## config.mk

```make
export PLATFORM = sky130hd
export DESIGN_NAME = rr_arb_hold
export DESIGN_NICKNAME = d
export VERILOG_FILES = /design/src/rtl/arb_pkg.sv /design/src/rtl/rr_arb_hold_pick.sv /design/src/rtl/rr_arb_hold.sv
export SDC_FILE = /design/constraint.sdc
export NUM_CORES = 1
export LEC_CHECK = 0
export CAP_MARGIN = 5
export CELL_PAD_IN_SITES_DETAIL_PLACEMENT = 2
export CELL_PAD_IN_SITES_GLOBAL_PLACEMENT = 2
export CORE_ASPECT_RATIO = 1.25
export CORE_MARGIN = 1.5
export CORE_UTILIZATION = 33
export CTS_CLUSTER_SIZE = 14
export DETAILED_ROUTE_END_ITERATION = 10
export PLACE_DENSITY = 0.85
export SETUP_SLACK_MARGIN = 0.05
export SYNTH_ARGS = -nofsm -noshare
export SYNTH_HDL_FRONTEND = slang
export SYNTH_HIERARCHICAL = 1
export SYNTH_SLANG_ARGS = --single-unit
```

## constraint.sdc

```tcl
create_clock -name clk -period 3.5 [get_ports clk]
set_clock_uncertainty 0.15 [all_clocks]
set_input_delay 0.525 -clock clk [delete_from_list [all_inputs] [get_ports clk]]
set_output_delay 0.525 -clock clk [all_outputs]
set_load 0.02 [all_outputs]
```

## src/rtl/arb_pkg.sv

```systemverilog
// Shared types and helpers for the round-robin hold arbiter.
package arb_pkg;

    // Upper bound on requester count that onehot_to_idx can decode.
    localparam int ARB_MAX_N = 64;

    // Per-cycle decision taken by the arbiter.
    typedef enum logic [1:0] {
        ACT_IDLE = 2'd0,
        ACT_KEEP = 2'd1,
        ACT_ARB  = 2'd2
    } arb_act_e;

    // Index of the set bit in a one-hot vector (zero-extended to ARB_MAX_N).
    // An all-zero vector decodes to 0.
    function automatic int unsigned onehot_to_idx(input logic [ARB_MAX_N-1:0] oh);
        int unsigned idx;
        idx = 0;
        for (int i = 0; i < ARB_MAX_N; i++) begin
            if (oh[i]) idx = idx | unsigned'(i);
        end
        return idx;
    endfunction

endpackage

```

## src/rtl/rr_arb_hold_pick.sv

```systemverilog
// Cyclic first-set search: lowest set bit of req at or after ptr, wrapping.
module rr_pick #(
    parameter int N     = 4,
    parameter int IDX_W = $clog2(N)
) (
    input  logic [N-1:0]     req,
    input  logic [IDX_W-1:0] ptr,
    output logic [N-1:0]     win_oh,
    output logic [IDX_W-1:0] win_idx,
    output logic             any
);

    logic [2*N-1:0] req2;

    // Doubled request vector masked below ptr; first hit in the upper copy
    // is a wrapped winner, folded back by subtracting N.
    always_comb begin
        req2    = {req, req};
        win_oh  = '0;
        win_idx = '0;
        any     = 1'b0;
        for (int j = 0; j < 2 * N; j++) begin
            if (!any && req2[j] && (j >= int'(ptr))) begin
                any                           = 1'b1;
                win_idx                       = IDX_W'((j >= N) ? (j - N) : j);
                win_oh[(j >= N) ? (j - N) : j] = 1'b1;
            end
        end
    end

endmodule

```

## src/rtl/rr_arb_hold.sv

```systemverilog
// Round-robin arbiter with registered one-hot grant and bounded burst lock.
module rr_arb_hold
    import arb_pkg::*;
#(
    parameter int N        = 4,
    parameter int MAX_HOLD = 4,
    parameter int IDX_W    = $clog2(N)
) (
    input  logic             clk,
    input  logic             reset_n,
    input  logic [N-1:0]     req_in,
    output logic [N-1:0]     grant_out,
    output logic             grant_valid,
    output logic [IDX_W-1:0] grant_idx
);

    localparam int                HOLD_W    = $clog2(MAX_HOLD + 1);
    localparam logic [HOLD_W-1:0] HOLD_LAST = HOLD_W'(MAX_HOLD - 1);
    localparam logic [IDX_W-1:0]  LAST_IDX  = IDX_W'(N - 1);

    logic [N-1:0]      grant_q, grant_d;
    logic [IDX_W-1:0]  ptr_q, ptr_d;
    logic [HOLD_W-1:0] hold_q, hold_d;

    logic [N-1:0]      win_oh;
    logic [IDX_W-1:0]  win_idx;
    logic              pick_any;
    logic [N-1:0]      others;
    logic              keep_ok;
    arb_act_e          act;

    rr_pick #(
        .N     (N),
        .IDX_W (IDX_W)
    ) u_pick (
        .req     (req_in),
        .ptr     (ptr_q),
        .win_oh  (win_oh),
        .win_idx (win_idx),
        .any     (pick_any)
    );

    // Decide KEEP / ARBITRATE / IDLE and form the next state. Since ptr_q
    // already points past the owner, a forced rotation needs no masking.
    always_comb begin
        grant_d = grant_q;
        ptr_d   = ptr_q;
        hold_d  = hold_q;
        others  = req_in & ~grant_q;
        keep_ok = (|(req_in & grant_q)) && ((hold_q < HOLD_LAST) || (others == '0));
        act     = ACT_IDLE;
        if (!pick_any)    act = ACT_IDLE;
        else if (keep_ok) act = ACT_KEEP;
        else              act = ACT_ARB;

        case (act)
            ACT_KEEP: begin
                if (hold_q < HOLD_LAST) hold_d = hold_q + 1'b1;
            end
            ACT_ARB: begin
                grant_d = win_oh;
                ptr_d   = (win_idx == LAST_IDX) ? '0 : win_idx + 1'b1;
                hold_d  = '0;
            end
            default: begin
                grant_d = '0;
                hold_d  = '0;
            end
        endcase
    end

    // State registers; reset overrides any burst in progress.
    always_ff @(posedge clk) begin
        if (!reset_n) begin
            grant_q <= '0;
            ptr_q   <= '0;
            hold_q  <= '0;
        end else begin
            grant_q <= grant_d;
            ptr_q   <= ptr_d;
            hold_q  <= hold_d;
        end
    end

    // Outputs decoded from the grant flop, so they align with grant_out.
    always_comb begin
        grant_out   = grant_q;
        grant_valid = |grant_q;
        grant_idx   = IDX_W'(onehot_to_idx(ARB_MAX_N'(grant_q)));
    end

endmodule
```

==> results.sh <==
export IMPL_routedWlPerCell_um=15.06
export IMPL_fp_coreArea_mm2=0.002187
export IMPL_internal_power_mw=0.2485
export IMPL_hpwl_mm=1.564
export IMPL_die_w_um=45.95
export IMPL_period_needed_ns=2.574
export IMPL_drtPass1Iterations=2
export IMPL_cp_startpoint="grant_out[3]"
export IMPL_postCtsHoldBufs=0
export IMPL_clock_sinks=9
export IMPL_grt_max_degree=13
export IMPL_dieArea_mm2=0.002604
export IMPL_regArea_um2=180.2
export IMPL_grt_overflow=0
export IMPL_die_h_um=56.68
export IMPL_finalCritPeriodShare_pct=73.54
export IMPL_p_sw_mw=0.1669
export IMPL_max_slew_margin_rel_pct=68.58
export IMPL_seq_power_share_pct=35.1
export IMPL_postCtsSetupRepairBufs=0
export IMPL_nets=108
export IMPL_globalplace_congestion=0.7021
export IMPL_cp_arrival_ns=1.90
export IMPL_reg2reg_from="ptr_q[0]"
export IMPL_multi_input_area_um2=530.5
export IMPL_yosysMostFrequentCell="nand2_1"
export IMPL_required_ns=2.82
export IMPL_synth_area_per_cell_um2=8.645
export IMPL_fin_util_pct=41.30
export IMPL_cellPowerDensity_mw_per_mm2=459.8
export IMPL_min_from="grant_out[0]"
export IMPL_worst_slew_pin_slew_ns=0.4698
export IMPL_ys_flop_type="dfxtp_1"
export IMPL_ioPinCount=13
export IMPL_maxCapViolations=0
export IMPL_maxSlewViolCount=0
export IMPL_nFillCells=261
export IMPL_yosys_warnings=6
export IMPL_yosys_area_top_type_share_pct=23.68
export IMPL_hp_class="flip-flop to flip-flop"
export IMPL_p_sw_share_pct=40.18
export IMPL_grt_pass1_vias=751
export IMPL_whs_path_depth=2
export IMPL_synth_edf_count=0
export IMPL_p_leak_nw=0.3215
export IMPL_synthTopCellsByArea="dfxtp_1 24%, a21oi_1 5.3%, mux2i_1 5.3%"
export IMPL_finalHoldViolCount=0
export IMPL_fin_tns_setup_ns=0
export IMPL_dr_total_vias=687
export IMPL_rr_worst_depth=6
export IMPL_critPathKind="flip-flop to primary output"
export IMPL_cts_tree="done"
export IMPL_setup_worst_path_start_class="flip-flop"
export IMPL_io_buffers=12
export IMPL_ir_worst_vdd_uv=239.4
export IMPL_comb_power_share_pct=43.9
export IMPL_slowest_delay_ns=0.56
export IMPL_synthTopCellsByCount="10 x nand2_1, 9 x dfxtp_1, 8 x a21oi_1"
export IMPL_grtUsageTotal_pct=17.58
export IMPL_initial_utilization_pct=34.78
export IMPL_synth_cell_type_count=38
export IMPL_clkTransAtPathRegs_ns=0.07
export IMPL_setup_viol=0
export IMPL_cts_resized=0
export IMPL_rsz0062_at_grt="false"
export IMPL_place_inst=126
export IMPL_crit_path_top_delay_cell="clkdlybuf4s50_1"
export IMPL_cp_end_kind="primary output"
export IMPL_syn_area_um2=760.7
export IMPL_area_growth_syn_to_layout_pct=18.75
export IMPL_vias_per_cell=5.285
export IMPL_h_tree_depth=1
export IMPL_drive_gt1_share_pct=17.17
export IMPL_drt_iter0_drc=3
export IMPL_status="finished clean"
export IMPL_cts_root_buf="clkbuf_4"
export IMPL_instances_no_fill=130
export IMPL_worst_skew_pair_late_latency_ns=0.27
export IMPL_ys_async_sr_fraction_pct=0
export IMPL_cts_inserted_buffers=3
export IMPL_synth_largest_area_cell="dfxtp_1"
export IMPL_max_freq_mhz=388.5
export IMPL_drc_errors=0
export IMPL_p_clk_share_pct=20.9
export IMPL_path_cells="or2_2 > or3_2 > clkdlybuf4s50_1"
export IMPL_ctsLongestPathBuffers=2
export IMPL_rows=19
export IMPL_grt_pass1_wl_mm=3.415
export IMPL_crit_fanout=6
export IMPL_diodes=0
export IMPL_antenna_left=0
export IMPL_routed_wl_mm=1.958
export IMPL_synth_seq_area_share_pct=23.68
export IMPL_grt_antenna_before_repair=0
export IMPL_syn_instance_count=88
export IMPL_synth_seq_cells=9
export IMPL_synth_nets=96
[area by class of cell]
| type | count | area share, % |
|---|---|---|
| clock buffer | 4 | 2.909 |
| inverter | 2 | 0.8310 |
| multi-input combinational | 72 | 58.73 |
| sequential | 9 | 19.94 |
| tap | 31 | 4.294 |
| timing repair buffer | 12 | 13.30 |
[flip-flops by register name, indices dropped and copies added, names as in the netlist]
name / cells
grant_out: 4
hold_q: 3
ptr_q: 2
[worst max-delay path, delay by kind of cell (launching register included)]
kind,cells,cell delay (ns)
DFF,1,0.36
buffers and inverters,1,0.56
and+or+nand+nor,2,0.71
[cells by family after synthesis]
kind of cell | share of synthesized area, %
compound gates | 34.05
fa+ha+maj | 3.289
buf+inv | 6.578
flops | 23.68
mux | 5.263
simple gates | 27.14
[worst paths after layout]
kind                  end  slack (ns)
min          grant_out[0]        0.38
max           grant_valid        0.93
min reg2reg  grant_out[0]        0.38
max reg2reg      ptr_q[1]        1.72
[power by group through the flow]
stage / registers, mW / clock network, mW / logic (mW)
floorplan: 0.136 / 0 / 0.145
global placement: 0.148 / 0 / 0.177
detailed placement: 0.149 / 0 / 0.184
CTS: 0.146 / 0.0911 / 0.184
global route: 0.149 / 0.0967 / 0.200
finish: 0.146 / 0.0870 / 0.182
[cell usage in the layout (no fill, tap or decap), drive strengths merged, types with 2 or more instances in the layout]
cell and count:
and2 2, a221oi 2, o21ai 7, nor2 4, inv 2, nand2b 5
mux2i 4, nand2 11, a21oi 9, clkdlybuf4s50 12, or2 2, nand3 4
nor2b 2, a22oi 2, clkbuf 4, ha 2, o21a 2, dfxtp 9
nor3 3
[per-layer routing]
layer / GRT usage [%] / vias to the layer above / wire length [um]
met5: 0 / - / 0
met4: 3.673 / 0 / 14
met3: 2.894 / 2 / 34
met2: 31.75 / 4 / 1071
met1: 20.59 / 338 / 837
li1: - / 343 / -
[through the flow]
stage               cell area, um^2  setup slack (ns)  hold slack, ns  power, mW
floorplan                     760.7             1.564          0.3017     0.2806
global placement              877.1             1.157          0.3581     0.3248
detailed placement            877.1             1.070          0.3722     0.3327
CTS                           903.4            0.9047          0.3816     0.4216
global route                  903.4            0.8571          0.3965     0.4457
finish                        903.4            0.9260          0.3767     0.4154
(Power assumes the default switching activity.)
